**src/rtl/freq_meter.sv**
```systemverilog
// Gated frequency meter: synchronizes an asynchronous input, counts its rising edges over
// back-to-back windows of GATE_CYCLES clocks and publishes one saturating count per window.
module freq_meter #(
  parameter int unsigned GATE_CYCLES = 100_000_000,
  parameter int unsigned COUNT_W     = 32,
  parameter int unsigned SYNC_STAGES = 2
) (
  input  logic               CLK,
  input  logic               RESET,
  input  logic               sig_in,
  output logic [COUNT_W-1:0] freq_out,
  output logic               freq_valid,
  output logic               overflow,
  output logic [1:0]         dbg_state_o
);

  localparam int unsigned GATE_W = $clog2(GATE_CYCLES);
  localparam int unsigned ARM_W  = $clog2(SYNC_STAGES + 1);

  localparam logic [GATE_W-1:0]  GATE_LAST = GATE_W'(GATE_CYCLES - 1);
  localparam logic [GATE_W-1:0]  GATE_ONE  = GATE_W'(1);
  localparam logic [ARM_W-1:0]   ARM_LAST  = ARM_W'(SYNC_STAGES);
  localparam logic [ARM_W-1:0]   ARM_ONE   = ARM_W'(1);
  localparam logic [COUNT_W-1:0] CNT_MAX   = '1;
  localparam logic [COUNT_W-1:0] CNT_ONE   = COUNT_W'(1);

  typedef enum logic [1:0] {
    ST_ARM   = 2'd0,
    ST_COUNT = 2'd1
  } state_e;

  // Handshake: none. freq_valid is a pure 1-cycle strobe with no back-pressure;
  // freq_out/overflow are stable from that strobe until the next one.

  state_e               state_q;
  logic [SYNC_STAGES-1:0] sync_q;
  logic                 hist_q;
  logic [ARM_W-1:0]     arm_q;
  logic [GATE_W-1:0]    gate_q;
  logic [COUNT_W-1:0]   edge_cnt_q;
  logic                 sat_q;
  logic [COUNT_W-1:0]   freq_q;
  logic                 valid_q;
  logic                 ovf_q;

  logic                 edge_det;
  logic                 cnt_full;
  logic                 gate_last;
  logic [COUNT_W-1:0]   edge_cnt_d;
  logic                 sat_d;

  // Input synchronizer plus one history flop for rising-edge detection.
  always_ff @(posedge CLK) begin
    if (RESET) begin
      sync_q <= '0;
      hist_q <= 1'b0;
    end else begin
      sync_q <= {sync_q[SYNC_STAGES-2:0], sig_in};
      hist_q <= sync_q[SYNC_STAGES-1];
    end
  end

  always_comb begin
    edge_det   = sync_q[SYNC_STAGES-1] & ~hist_q;
    cnt_full   = (edge_cnt_q == CNT_MAX);
    gate_last  = (gate_q == GATE_LAST);
    edge_cnt_d = edge_cnt_q;
    sat_d      = sat_q;
    if (edge_det) begin
      if (cnt_full) begin
        sat_d = 1'b1;
      end else begin
        edge_cnt_d = edge_cnt_q + CNT_ONE;
      end
    end
  end

  // Control FSM; the terminal cycle's own edge is folded in through edge_cnt_d/sat_d.
  always_ff @(posedge CLK) begin
    if (RESET) begin
      state_q    <= ST_ARM;
      arm_q      <= '0;
      gate_q     <= '0;
      edge_cnt_q <= '0;
      sat_q      <= 1'b0;
      freq_q     <= '0;
      valid_q    <= 1'b0;
      ovf_q      <= 1'b0;
    end else begin
      valid_q <= 1'b0;
      case (state_q)
        ST_ARM: begin
          gate_q     <= '0;
          edge_cnt_q <= '0;
          sat_q      <= 1'b0;
          if (arm_q == ARM_LAST) begin
            arm_q   <= '0;
            state_q <= ST_COUNT;
          end else begin
            arm_q <= arm_q + ARM_ONE;
          end
        end
        ST_COUNT: begin
          if (gate_last) begin
            freq_q     <= edge_cnt_d;
            ovf_q      <= sat_d;
            valid_q    <= 1'b1;
            gate_q     <= '0;
            edge_cnt_q <= '0;
            sat_q      <= 1'b0;
          end else begin
            gate_q     <= gate_q + GATE_ONE;
            edge_cnt_q <= edge_cnt_d;
            sat_q      <= sat_d;
          end
        end
        default: begin
          state_q <= ST_ARM;
          arm_q   <= '0;
        end
      endcase
    end
  end

  assign freq_out    = freq_q;
  assign freq_valid  = valid_q;
  assign overflow    = ovf_q;
  assign dbg_state_o = state_q;

endmodule

```
**config.mk**
```make
export PLATFORM = sky130hd
export DESIGN_NAME = freq_meter
export DESIGN_NICKNAME = d
export VERILOG_FILES = /design/src/rtl/freq_meter.sv
export SDC_FILE = /design/constraint.sdc
export NUM_CORES = 1
export LEC_CHECK = 0
export CAP_MARGIN = 10
export CELL_PAD_IN_SITES_DETAIL_PLACEMENT = 0
export CELL_PAD_IN_SITES_GLOBAL_PLACEMENT = 1
export CORE_MARGIN = 2
export CORE_UTILIZATION = 39
export DETAILED_ROUTE_END_ITERATION = 10
export PLACE_DENSITY = 0.73
export SLEW_MARGIN = 40
export SYNTH_ARGS = -nofsm -noshare
export SYNTH_HDL_FRONTEND = slang
export SYNTH_SLANG_ARGS = --single-unit
```
**constraint.sdc**
```tcl
create_clock -name CLK -period 2 [get_ports CLK]
set_input_delay 0.4 -clock CLK [delete_from_list [all_inputs] [get_ports CLK]]
set_output_delay 0.4 -clock CLK [all_outputs]
set_load 0.02 [all_outputs]
```
---- Word-level counts from Yosys, hierarchy flattened ----
Cells that the tools add are included.
storage, ports and cells
  flip-flop bits (word level) ............. 101
  output and inout bits ................... 36
  input port bits ......................... 3
operators by class
  equal/unequal tests ..................... 5
  bitwise operators ....................... 3
  multiplexer cells ....................... 15
  reduce and logical (&&, ||, !) cells .... 5
  add/subtract/negate cells ............... 3
operator list
  kind                     count
  $mux W32                 3
  $pmux W32 S2             1
  $pmux W27 S2             1
  $add A32 B1 Y32 const B  1
  $eq A32 B32 Y1 const B   1
  $add A27 B1 Y27 const B  1
  $eq A27 B27 Y1 const B   1
  $mux W27                 1
  $pmux W2 S2              2
  $mux W1                  4
  $mux W2                  2
  $reduce_and A2 Y1        2
  $add A2 B1 Y2 const B    1
  $eq A2 B1 Y1 const B     1
  $eq A2 B2 Y1 const B     1
  $logic_not A2 Y1         1
  $ne A2 B2 Y1 const B     1
  $not A1 Y1               2
  $pmux W1 S2              1
  $reduce_bool A2 Y1       1
  $reduce_or A2 Y1         1
  $and A1 B1 Y1            1

---- Logic depth before layout (Yosys ltp) ----
Gate-level depths: netlist of run 1.
  depth after elaboration ................. 5
  mapped depth ............................ 8

---- Least setup slack after synthesis of run 1 ----
No wires, ideal clock.
  kind .................................... register to register
  start point ............................. register edge_cnt_q[0]
  end point ............................... register freq_q[8], in the netlist freq_out[8]
  required time ........................... 1.914 ns
  buffers on the path ..................... 1
  clock period less this slack ............ 2.082 ns
  cell stages (with the launch flop) ...... 9
  slack ................................... -0.082 ns
  arrival time ............................ 1.997 ns
  cell sequence ........................... dfxtp_1 > ha_1 > nand3_1 > nor4_4 > and4_1 > buf_6 > nor2_1 > xnor2_1 > a211oi_1
on the way
  longest elaborated chain between the ends .. 3
  elaborated cells between the ends (all ways) .. 4
  classes of those cells .................. 1 x add/sub; 1 x eq/ne; 2 x mux
ends and longest elaborated chain
  element                                            RTL line  source
  start: declaration                                 40        logic [COUNT_W-1:0] edge_cnt_q;
  start signal: assignment                           113       edge_cnt_q <= edge_cnt_d;
  $add A32 B1 Y32 or $eq A32 B32 Y1 (tied branches)  73, 65
  $mux W32 *                                         70        if (cnt_full) begin
  $mux W32 *                                         69        if (edge_det) begin
  end signal: assignment                             105       freq_q <= edge_cnt_d;
  end: declaration                                   42        logic [COUNT_W-1:0] freq_q;
Every way passes the cells marked *; elsewhere a longest branch is shown, timed or not.
A chain may end at the register's enable or synchronous reset.

---- Worst setup path in the final report of run 1 ----
  start point ............................. register gate_q[14]
  end point ............................... register edge_cnt_q[2]
on the way
  longest elaborated chain between the ends .. 3
ends and longest elaborated chain
  element                   RTL line  source
  start: declaration        39        logic [GATE_W-1:0] gate_q;
  start signal: assignment  112       gate_q <= gate_q + GATE_ONE;
  $eq A27 B27 Y1            66        gate_last = (gate_q == GATE_LAST);
  $mux W32                  104       if (gate_last) begin
  $pmux W32 S2              91        case (state_q)
Every way passes these cells.

==> impl.org, run 1 <==
** Floorplanning
- Die X-Extent :: approximately 110 µm
- For this configuration, the core starts out at a cell density of between 40% and 50%.
- I/O Pins :: 39
- Number of placement rows :: 37
- Area of the placeable core :: just over 10000 µm²
- Die span in y :: ~110 µm
- Area of the die :: 11500 µm²

** Pwr
- Summed over all cells, the static leakage comes to 1.83 nW.
- In this run the power density over the cells is 661 nW/µm².
- Maximum ir drop on the vdd rail :: 421 µV
- Overall power consumption :: 3.57 mW
- The internal portion of the total power is roughly 2.8 mW.
- Relative contribution of sequential cells to total power :: 56.2%
- Net switching is 21.7% of the power.
- Comb pwr share :: 3.5%
- Summed over all nets, the switching power comes to 0.775 mW.
- Part of the total power dissipated in the clock network :: 40.3%

** GRT
- For this run the aggregate overflow at the end of global routing stands at 0.
- The first global-routing pass estimated between 10000 and 15000 µm of wire.
- Number of antenna violations at the first check in global routing :: 0
- The via count of the first global-routing pass is approximately 3000.
- Largest net degree at the start of global routing :: 37
- Global router's overall resource usage :: between 10% and 20%

** Synth
- Number of different library cells in the post-synthesis netlist :: 46
- After Yosys synthesis, and, or, nand and nor cells account for 25.4% of the synthesized area.
- The cell area that synthesis handed to floorplanning was 4170 µm².
- Flop and latch count out of synthesis :: 100
- After technology mapping, the gate count stands at 447.
- Multiplexer cells account for 0.481% of the synthesized area.
- Number of enable flip-flop cells after synthesis :: 0
- Share of the yosys chip area belonging to registers :: 48.1%
- Summing the areas of all xor and xnor instances in the mapped netlist gives 11.4% of the synthesized area.
- Synth warnings :: 0
- Fraction of synthesis flops using an asynchronous set or reset pin :: 0%
- Top FF cell, synth :: dfxtp_1
- By area, the combinational part of the netlist is dominated by simple AND/OR/NAND/NOR gates.
- The number of nets in the synthesized netlist is about 450.
- Share of the synthesized area in compound gates (AO/OA/AOI/OAI) :: 10.2%
- Avg Synthesized Cell Area :: approximately 9.3 µm²
- Arithmetic-cell share of the synthesized area counting full adders, half adders and majority gates :: less than 1%

** Critical path
- Kind of cell adding the most delay to the critical path :: simple AND/OR/NAND/NOR gates
- Category of the worst setup path capture point :: flip-flop
- The number of buffers and inverters on the critical path is 1.
- Arrival time at the worst endpoint :: 2.23 ns
- Traced cell by cell, the critical path runs through nand4_1 > or4_1 > or4_4 > nand3_4 > clkbuf_16 > nor2_1.
- Crit. Startpoint :: gate_q[14]
- CP max stage cell :: or4_1
- The largest single stage delay on the critical path is 0.49 ns.
- STA classifies the critical path startpoint as a flip-flop.
- Setup CP Type :: reg -> reg
- For the worst setup path, the data required time is 2.26 ns.
- Of all nets on the critical path, the largest fanout is 7.
- The worst register-to-register path begins at gate_q[14].

** Cells and area
- Post-layout utilization of the core :: 52.1%
- Area of all placed cells without fillers :: 5400 µm²
- Relative area change from synthesis to final layout :: 29.6%
- Antenna Cells :: 0
- Non-Filler Instances :: about 660
- Counting the fill cells in the layout gives 961.
- Net count reported at finish :: about 530
- Storage element area :: 2020 µm²
- Fraction of layout cells with a size suffix above 1 :: 22.0%
- In the final layout, the multi-input gates occupy 2090 µm².

** Drt
- The detailed router placed around 3300 vias in this run.
- The first routing iteration left 158 violations.
- DR WL/cell :: ~14 µm
- Aggregate routed wire length :: 9360 µm
- Remaining routing DRC violations :: 0
- The pre-antenna-repair detailed-routing pass consisted of 4 iterations.
- In this run the remaining antenna-violating nets after routing total 0.
- Dividing the detail-routed via count by the number of cells gives 5.03.

** Placement
- Total placed instance area :: 4930 µm²
- Pre-CTS worst setup slack :: -0.0206 ns
- Final GP Congestion :: a little under 0.8
- Post-Place Cells :: 636
- After legalization and detailed placement, the total HPWL measured 6030 µm.
- Buffers added on ports :: 37

** Timing
- Once routing completed, OpenROAD measured the worst setup slack at between 0.02 and 0.03 ns.
- Final setup TNS :: 0 ns
- The number of hold violations in the final report was 0.
- Final setup violation count :: 0
- Crit share post-route :: 98.7%
- Worst Hold Margin :: 0.461 ns
- For this run, the top clock speed supported by timing is 507 MHz.
- The final number of max-transition violations was 0.
- The smallest clock period supported by the final layout is computed as 1.97 ns.
- Final worst clock skew :: ~0.017 ns
- Setup repair after global routing could not meet its margin everywhere.

** Clock tree
- Number of buffers created by CTS :: 9
- The longest clock path from root to sink contains 2 buffers.
- For the worst-skew pair, the clock arrives at the later sink with an insertion delay of 0.36 ns.
- Depth of the CTS H-tree :: 3
- Root buffer selected by CTS :: clkbuf_8
- Number of clock sinks :: 100
- After clock tree synthesis, the clock-pin slew on the worst setup and hold paths is around 0.09 ns.
- TritonCTS built the clock tree.

** Hold path
- The worst hold path belongs to the class reg -> reg.
- Start point of the worst hold path :: sync_q[0]

** Job
- Across the run, the number of max-cap violations was 0.

** Run status
- Result of the run :: finished, final reports clean
-- Yosys cell counts, types with 3 or more instances --
master	number	share of area (%)
and2_1	3	0.45
and4_1	5	1.1
clkbuf_1	6	0.54
xnor2_1	23	4.8
and3_1	12	1.8
nor2_1	93	8.4
a211oi_1	21	3.8
nor2b_1	5	0.75
a211oi_2	5	1.5
buf_4	5	0.90
xor2_1	31	6.5
dfxtp_1	100	48
buf_6	3	0.81
inv_1	5	0.45
buf_2	9	1.1
a21oi_1	18	2.2
nand4_1	12	1.8
nand2_1	29	2.6
nor3_1	6	0.72
nand3_1	20	2.4
-- cell families (layout without fill, tap and decap cells) --
| kind of cell | after synthesis | count (layout) |
|---|---|---|
| flip-flops | 100 | 100 |
| AO/OA/AOI/OAI | 53 | 53 |
| multiplexers | 2 | 2 |
| buffers and inverters | 29 | 110 |
| AND/OR/NAND/NOR | 206 | 206 |
| other | 1 | 1 |
| adder cells (fa/ha/maj) | 2 | 2 |
| XOR/XNOR | 54 | 54 |
-- placed cells by master (no fill, tap or decap), types with 3 or more instances in the layout --
| cell | Yosys | layout |
|---|---|---|
| inv_1 | 5 | 5 |
| nor2_1 | 93 | 87 |
| and2_1 | 3 | 3 |
| buf_4 | 5 | 39 |
| clkbuf_16 | 0 | 3 |
| nand3_1 | 20 | 19 |
| nor2_2 | 0 | 6 |
| buf_12 | 0 | 4 |
| nand4_1 | 12 | 12 |
| clkbuf_8 | 0 | 10 |
| nand2_1 | 29 | 29 |
| buf_6 | 3 | 5 |
| a211oi_1 | 21 | 21 |
| nor3_1 | 6 | 6 |
| and4_1 | 5 | 3 |
| clkdlybuf4s50_1 | 0 | 37 |
| xnor2_1 | 23 | 23 |
| dfxtp_1 | 100 | 87 |
| a21oi_1 | 18 | 18 |
| nor2b_1 | 5 | 5 |
| and3_1 | 12 | 10 |
| and4_4 | 1 | 4 |
| dfxtp_2 | 0 | 11 |
| a211oi_2 | 5 | 5 |
| xor2_1 | 31 | 30 |
-- per-layer routing --
| layer | vias to the layer above | routed length (µm) | track usage [%] |
|---|---|---|---|
| met4 | 0 | 73 | 6.32 |
| met3 | 7 | 354 | 3.57 |
| met5 | - | 0 | 0 |
| met2 | 57 | 4150 | 23.4 |
| li1 | 1684 | - | - |
| met1 | 1590 | 4770 | 23.5 |
-- final timing paths --
| check | end | slack (ns) | cells after the start |
|---|---|---|---|
| hold reg to reg | sync_q[1] | 0.46 | 1 |
| setup / recovery | edge_cnt_q[2] | 0.03 | 6 |
| setup reg to reg | edge_cnt_q[2] | 0.03 | 6 |
| hold / removal | sync_q[1] | 0.46 | 1 |
-- what timing repair did --
action / in CTS / in global routing
resized for setup: 2 / 34
cloned: 0 / 5
setup buffers: 0 / 9
setup endpoints to repair: 39 / 85
pin swaps: 0 / 10
hold buffers: 0 / 0
-- registers in the layout, summed over array words and instances, names as in the netlist --
| signal | count |
|---|---|
| sync_q | 2 |
| edge_cnt_q | 32 |
| sat_q | 1 |
| freq_out | 32 |
| dbg_state_o | 1 |
| arm_q | 2 |
| hist_q | 1 |
| overflow | 1 |
| gate_q | 27 |
| freq_valid | 1 |
-- power by group through the flow --
stage / sequential (mW) / combinational, mW / clock [mW]
global route: 2.01 / 0.137 / 1.58
floorplan: 2.06 / 0.0603 / 0
finish: 2.01 / 0.126 / 1.44
global placement: 2.05 / 0.101 / 0
detailed placement: 2.05 / 0.101 / 0
CTS: 2.01 / 0.102 / 1.49
-- cell type report --
class / count / share of cell area [%]
clock buffer: 11 / 2.62
sequential: 100 / 37.5
tap: 136 / 3.15
clock inverter: 5 / 1.53
inverter: 6 / 0.417
multi-input combinational: 318 / 38.6
timing repair buffer: 88 / 16.2
(Power assumes the default switching activity.)
==> run 2: changes to the inputs <==
--- a/config.mk
+++ b/config.mk
@@ -10,9 +10,10 @@
 export CELL_PAD_IN_SITES_GLOBAL_PLACEMENT = 1
 export CORE_MARGIN = 2
 export CORE_UTILIZATION = 39
+export CTS_CLUSTER_SIZE = 28
 export DETAILED_ROUTE_END_ITERATION = 10
 export PLACE_DENSITY = 0.73
-export SLEW_MARGIN = 40
+export SLEW_MARGIN = 20
 export SYNTH_ARGS = -nofsm -noshare
 export SYNTH_HDL_FRONTEND = slang
 export SYNTH_SLANG_ARGS = --single-unit
==> results of run 2 <==
The final DEF is identical to that of run 1; final timing and power are the same.
==> run 3: changes to the inputs <==
--- a/config.mk
+++ b/config.mk
@@ -8,11 +8,12 @@
 export CAP_MARGIN = 10
 export CELL_PAD_IN_SITES_DETAIL_PLACEMENT = 0
 export CELL_PAD_IN_SITES_GLOBAL_PLACEMENT = 1
-export CORE_MARGIN = 2
-export CORE_UTILIZATION = 39
+export CORE_MARGIN = 3
+export CORE_UTILIZATION = 44
 export CTS_CLUSTER_SIZE = 28
 export DETAILED_ROUTE_END_ITERATION = 10
-export PLACE_DENSITY = 0.73
+export DONT_BUFFER_PORTS = 1
+export PLACE_DENSITY = 0.74
 export SLEW_MARGIN = 20
 export SYNTH_ARGS = -nofsm -noshare
 export SYNTH_HDL_FRONTEND = slang
==> run 3 against run 2 <==
- hold slack got worse by 0.35 ns
- global-route usage grew 0.69 points
- sequential power hardly changed
- power fell by 0.63%
- combinational power decreased by 25%
- fmax down 0.36%
- wire length up 0.86%
- critical path depth stayed put
- cell count is 6.5% lower
- clock-buffer cell count rose by 2
- worst setup slack lost 0.0072 ns
==> impl.org, run 3 (synthesis gave the netlist of run 1 again) <==
** Clock tree
- CTS saw 100 sinks.
- Insertion delay of the later-clocked pin in the worst-skew pair :: 0.35 ns
- TritonCTS built the clock tree.
- Depth of the CTS H-tree :: 3
- Clock-pin slew on the worst setup and hold paths :: 0.09 ns
- The clock passes through at most 2 buffers.
- Root buffer selected by CTS :: clkbuf_8
- After clock tree synthesis, the flow added hold-fix buffers numbering 0.
- In this run, CTS created clock tree buffers numbering 9.

** GRT
- First-pass GRT wire length :: approximately 14000 µm
- For met2 alone, demand over resource in global routing was 25.3%.
- Largest net degree at the start of global routing :: 41
- The number of antenna violations at the first check in global routing was 0.
- Peak-usage layer in the global routing report :: met2
- Global routing consumed, on the met1 layer, 24.5% of the routing resources.
- For this run the aggregate overflow at the end of global routing stands at 0.
- Global router's overall resource usage :: roughly 17%
- Number of global-route vias before repair :: 2968
- Global routing used 3.29% of the available met3 tracks.

** Cells and area
- Net count reported at finish :: 495
- The finished layout holds 621 standard cells, fillers aside.
- The post-route netlist has 28.7% of its cells at a drive strength greater than 1.
- Compared with the post-synthesis result, the final layout area differs by 23.0%.
- Post-layout utilization of the core :: 57.1%
- Most frequent standard cell in the layout excluding fill and tap cells :: dfxtp_1
- The repair_antennas step left the layout with diodes totalling 0.
- Top library cells by usage in the layout, fill and taps aside :: dfxtp_1, nor2_1, buf_4

** Placement
- Buffers added on ports :: 0
- Final GP Congestion :: 0.826
- Hpwl dp :: around 6000 µm
- After detailed placement, the design holds a cell count of 592.

** Floorplanning
- Die span in y :: 103 µm
- From left edge to right edge, the die measures 103 µm.
- Area of the placeable core :: 8980 µm²
- Starting Density :: 46.4%
- Area of the die :: 10700 µm²
- Number of placement rows :: 34
- Pin placement for this block handled 39 I/O pins.

** Timing
- Crit share post-route :: 99.1%
- Setup repair after global routing missed its margin :: true
- Static timing analysis puts the maximum clock frequency at 505 MHz.
- At the pin with the least slew margin, the transition time is between 0.5 and 0.6 ns.
- The final number of max-transition violations is 0.
- Final setup violation count :: 0
- Time the worst path needs with I/O delays and setup :: roughly 2.0 ns
- The number of hold violations in the final report was 0.
- Final worst clock skew :: 0.0115 ns
- Measured against its own limit, the worst slew margin works out to 61.0%.

** Run status
- The flow ran to the end, and the final reports show no timing, DRC or antenna violations.

** Hold path
- For hold timing, the worst endpoint is overflow.
- In this run the worst hold path is classified as in -> reg.
- Hold Path Cell Cnt :: 1
- The startpoint identified for the worst hold timing path is RESET.

** Pwr
- The share of total power dissipated in combinational logic is 2.6%.
- Switching power :: 0.733 mW
- Switching Share :: 20.6%
- The internal portion of the total power is 2.82 mW.
- Ratio of total power to cell area :: 693 nW/µm²
- Maximum ir drop on the vdd rail :: between 300 and 400 µV
- The clock network accounts for 40.5% of the total power.
- Leak Pwr :: around 1.7 nW
- Sequential cells account for 56.8% of the total power.

** Drt
- Number of DRC markers after the initial detailed-route iteration :: between 60 and 70
- Number of iterations in the first detailed-routing pass :: 4
- DR WL/cell :: approximately 15 µm
- Remaining routing DRC violations :: 0
- Total number of vias :: 3241
- Antenna violation net count after detailed routing :: 0
- Via-to-Cell Ratio :: 5.22
- For this block, the routed nets add up to ~9400 µm of wire.

** Critical path
- The startpoint identified for the worst register-to-register timing path is gate_q[15].
- Setup slack on the worst reg-to-reg path comes out at 0.02 ns.
- Category of the worst setup path capture point :: flip-flop
- Setup CP Type :: reg -> reg
- Number of cells on the worst reg-to-reg path :: 6
- CP max stage cell :: or4_1
- Delay of the slowest critical-path stage :: 0.49 ns
- The endpoint identified for the worst register-to-register timing path is gate_q[8].
- Worst Setup Start Kind :: flip-flop
- Broken down by cell family, the worst path's largest delay share belongs to simple AND/OR/NAND/NOR gates.
- For the worst setup path, the data required time is 2.25 ns.
- Arrival time at the worst endpoint :: 2.23 ns
- Walking the worst path, the cells encountered are nand4_1 > or4_1 > or4_4 > nand3_4 > buf_6 > nor2_1.
- WP buf/inv :: 1
- In this run the worst path has a maximum fanout of 15.

** Job
- Max-cap violations :: 0
[run 3: cell types whose count changed in the layout (fill, tap and decap cells not counted), sizes merged]
cell	previous run	this run
clkdlybuf4s50	37	0
buf	48	52
clkbuf	14	16
clkinv	3	2
inv	6	5
[run 3: how the worst max path moves through the flow]
stage	startpoint	to	slack, ns	cells past startpoint
floorplan	edge_cnt_q[1]	freq_out[8]	0.008	8
global placement	edge_cnt_q[3]	freq_out[21]	0.005	7
detailed placement	edge_cnt_q[0]	freq_out[6]	-0.03	7
CTS	edge_cnt_q[6]	freq_out[25]	0.02	7
global route	gate_q[16]	gate_q[11]	-0.05	6
finish	gate_q[15]	gate_q[8]	0.02	6
[run 3: worst register-to-register path, delay by kind of cell, from the launching register on]
kind	cells	cell delay (ns)
buf+inv	1	0.20
flops	1	0.37
simple gates	5	1.32
[run 3: power by group through the flow]
stage	sequential (mW)	clock (mW)	combinational (mW)
global placement	2.06	0	0.0657
CTS	2.02	1.48	0.0685
global route	2.02	1.56	0.101
finish	2.02	1.44	0.0940
floorplan	2.06	0	0.0603
detailed placement	2.06	0	0.0682
[run 3: final cells by class]
class	instances	area [µm²]
fill	795	3850
multi-input combinational	318	2180
sequential	100	2030
timing repair buffer	55	509
clock buffer	13	159
tap	126	158
clock inverter	3	68.8
inverter	6	22.5
[run 3: stage by stage]
step	hold WS [ns]	cell area, µm²	worst slack, ns	TNS, ns	power [mW]
2_1_floorplan	0.414	4180	0.00773	0	2.12
6_report	0.107	5120	0.0190	0	3.55
5_1_grt	0.0847	5120	-0.0483	-1.61	3.68
3_5_place_dp	0.432	4540	-0.0258	-0.0328	2.13
3_3_place_gp	0.440	4540	0.00490	0	2.13
4_1_cts	0.0865	4770	0.0242	0	3.57
[run 3: repair_timing]
item | 4_1_cts | 5_1_grt
buffers inserted | 0 | 9
gates resized for setup | 2 | 60
pin swaps | 0 | 16
endpoints found under the setup margin | 6 | 91
gates cloned | 0 | 4
[run 3: layer usage]
metal	routed length [µm]	share of wire, %
met3	365	3.9
met1	4820	51
met4	67	0.71
met2	4190	44
met5	0	0
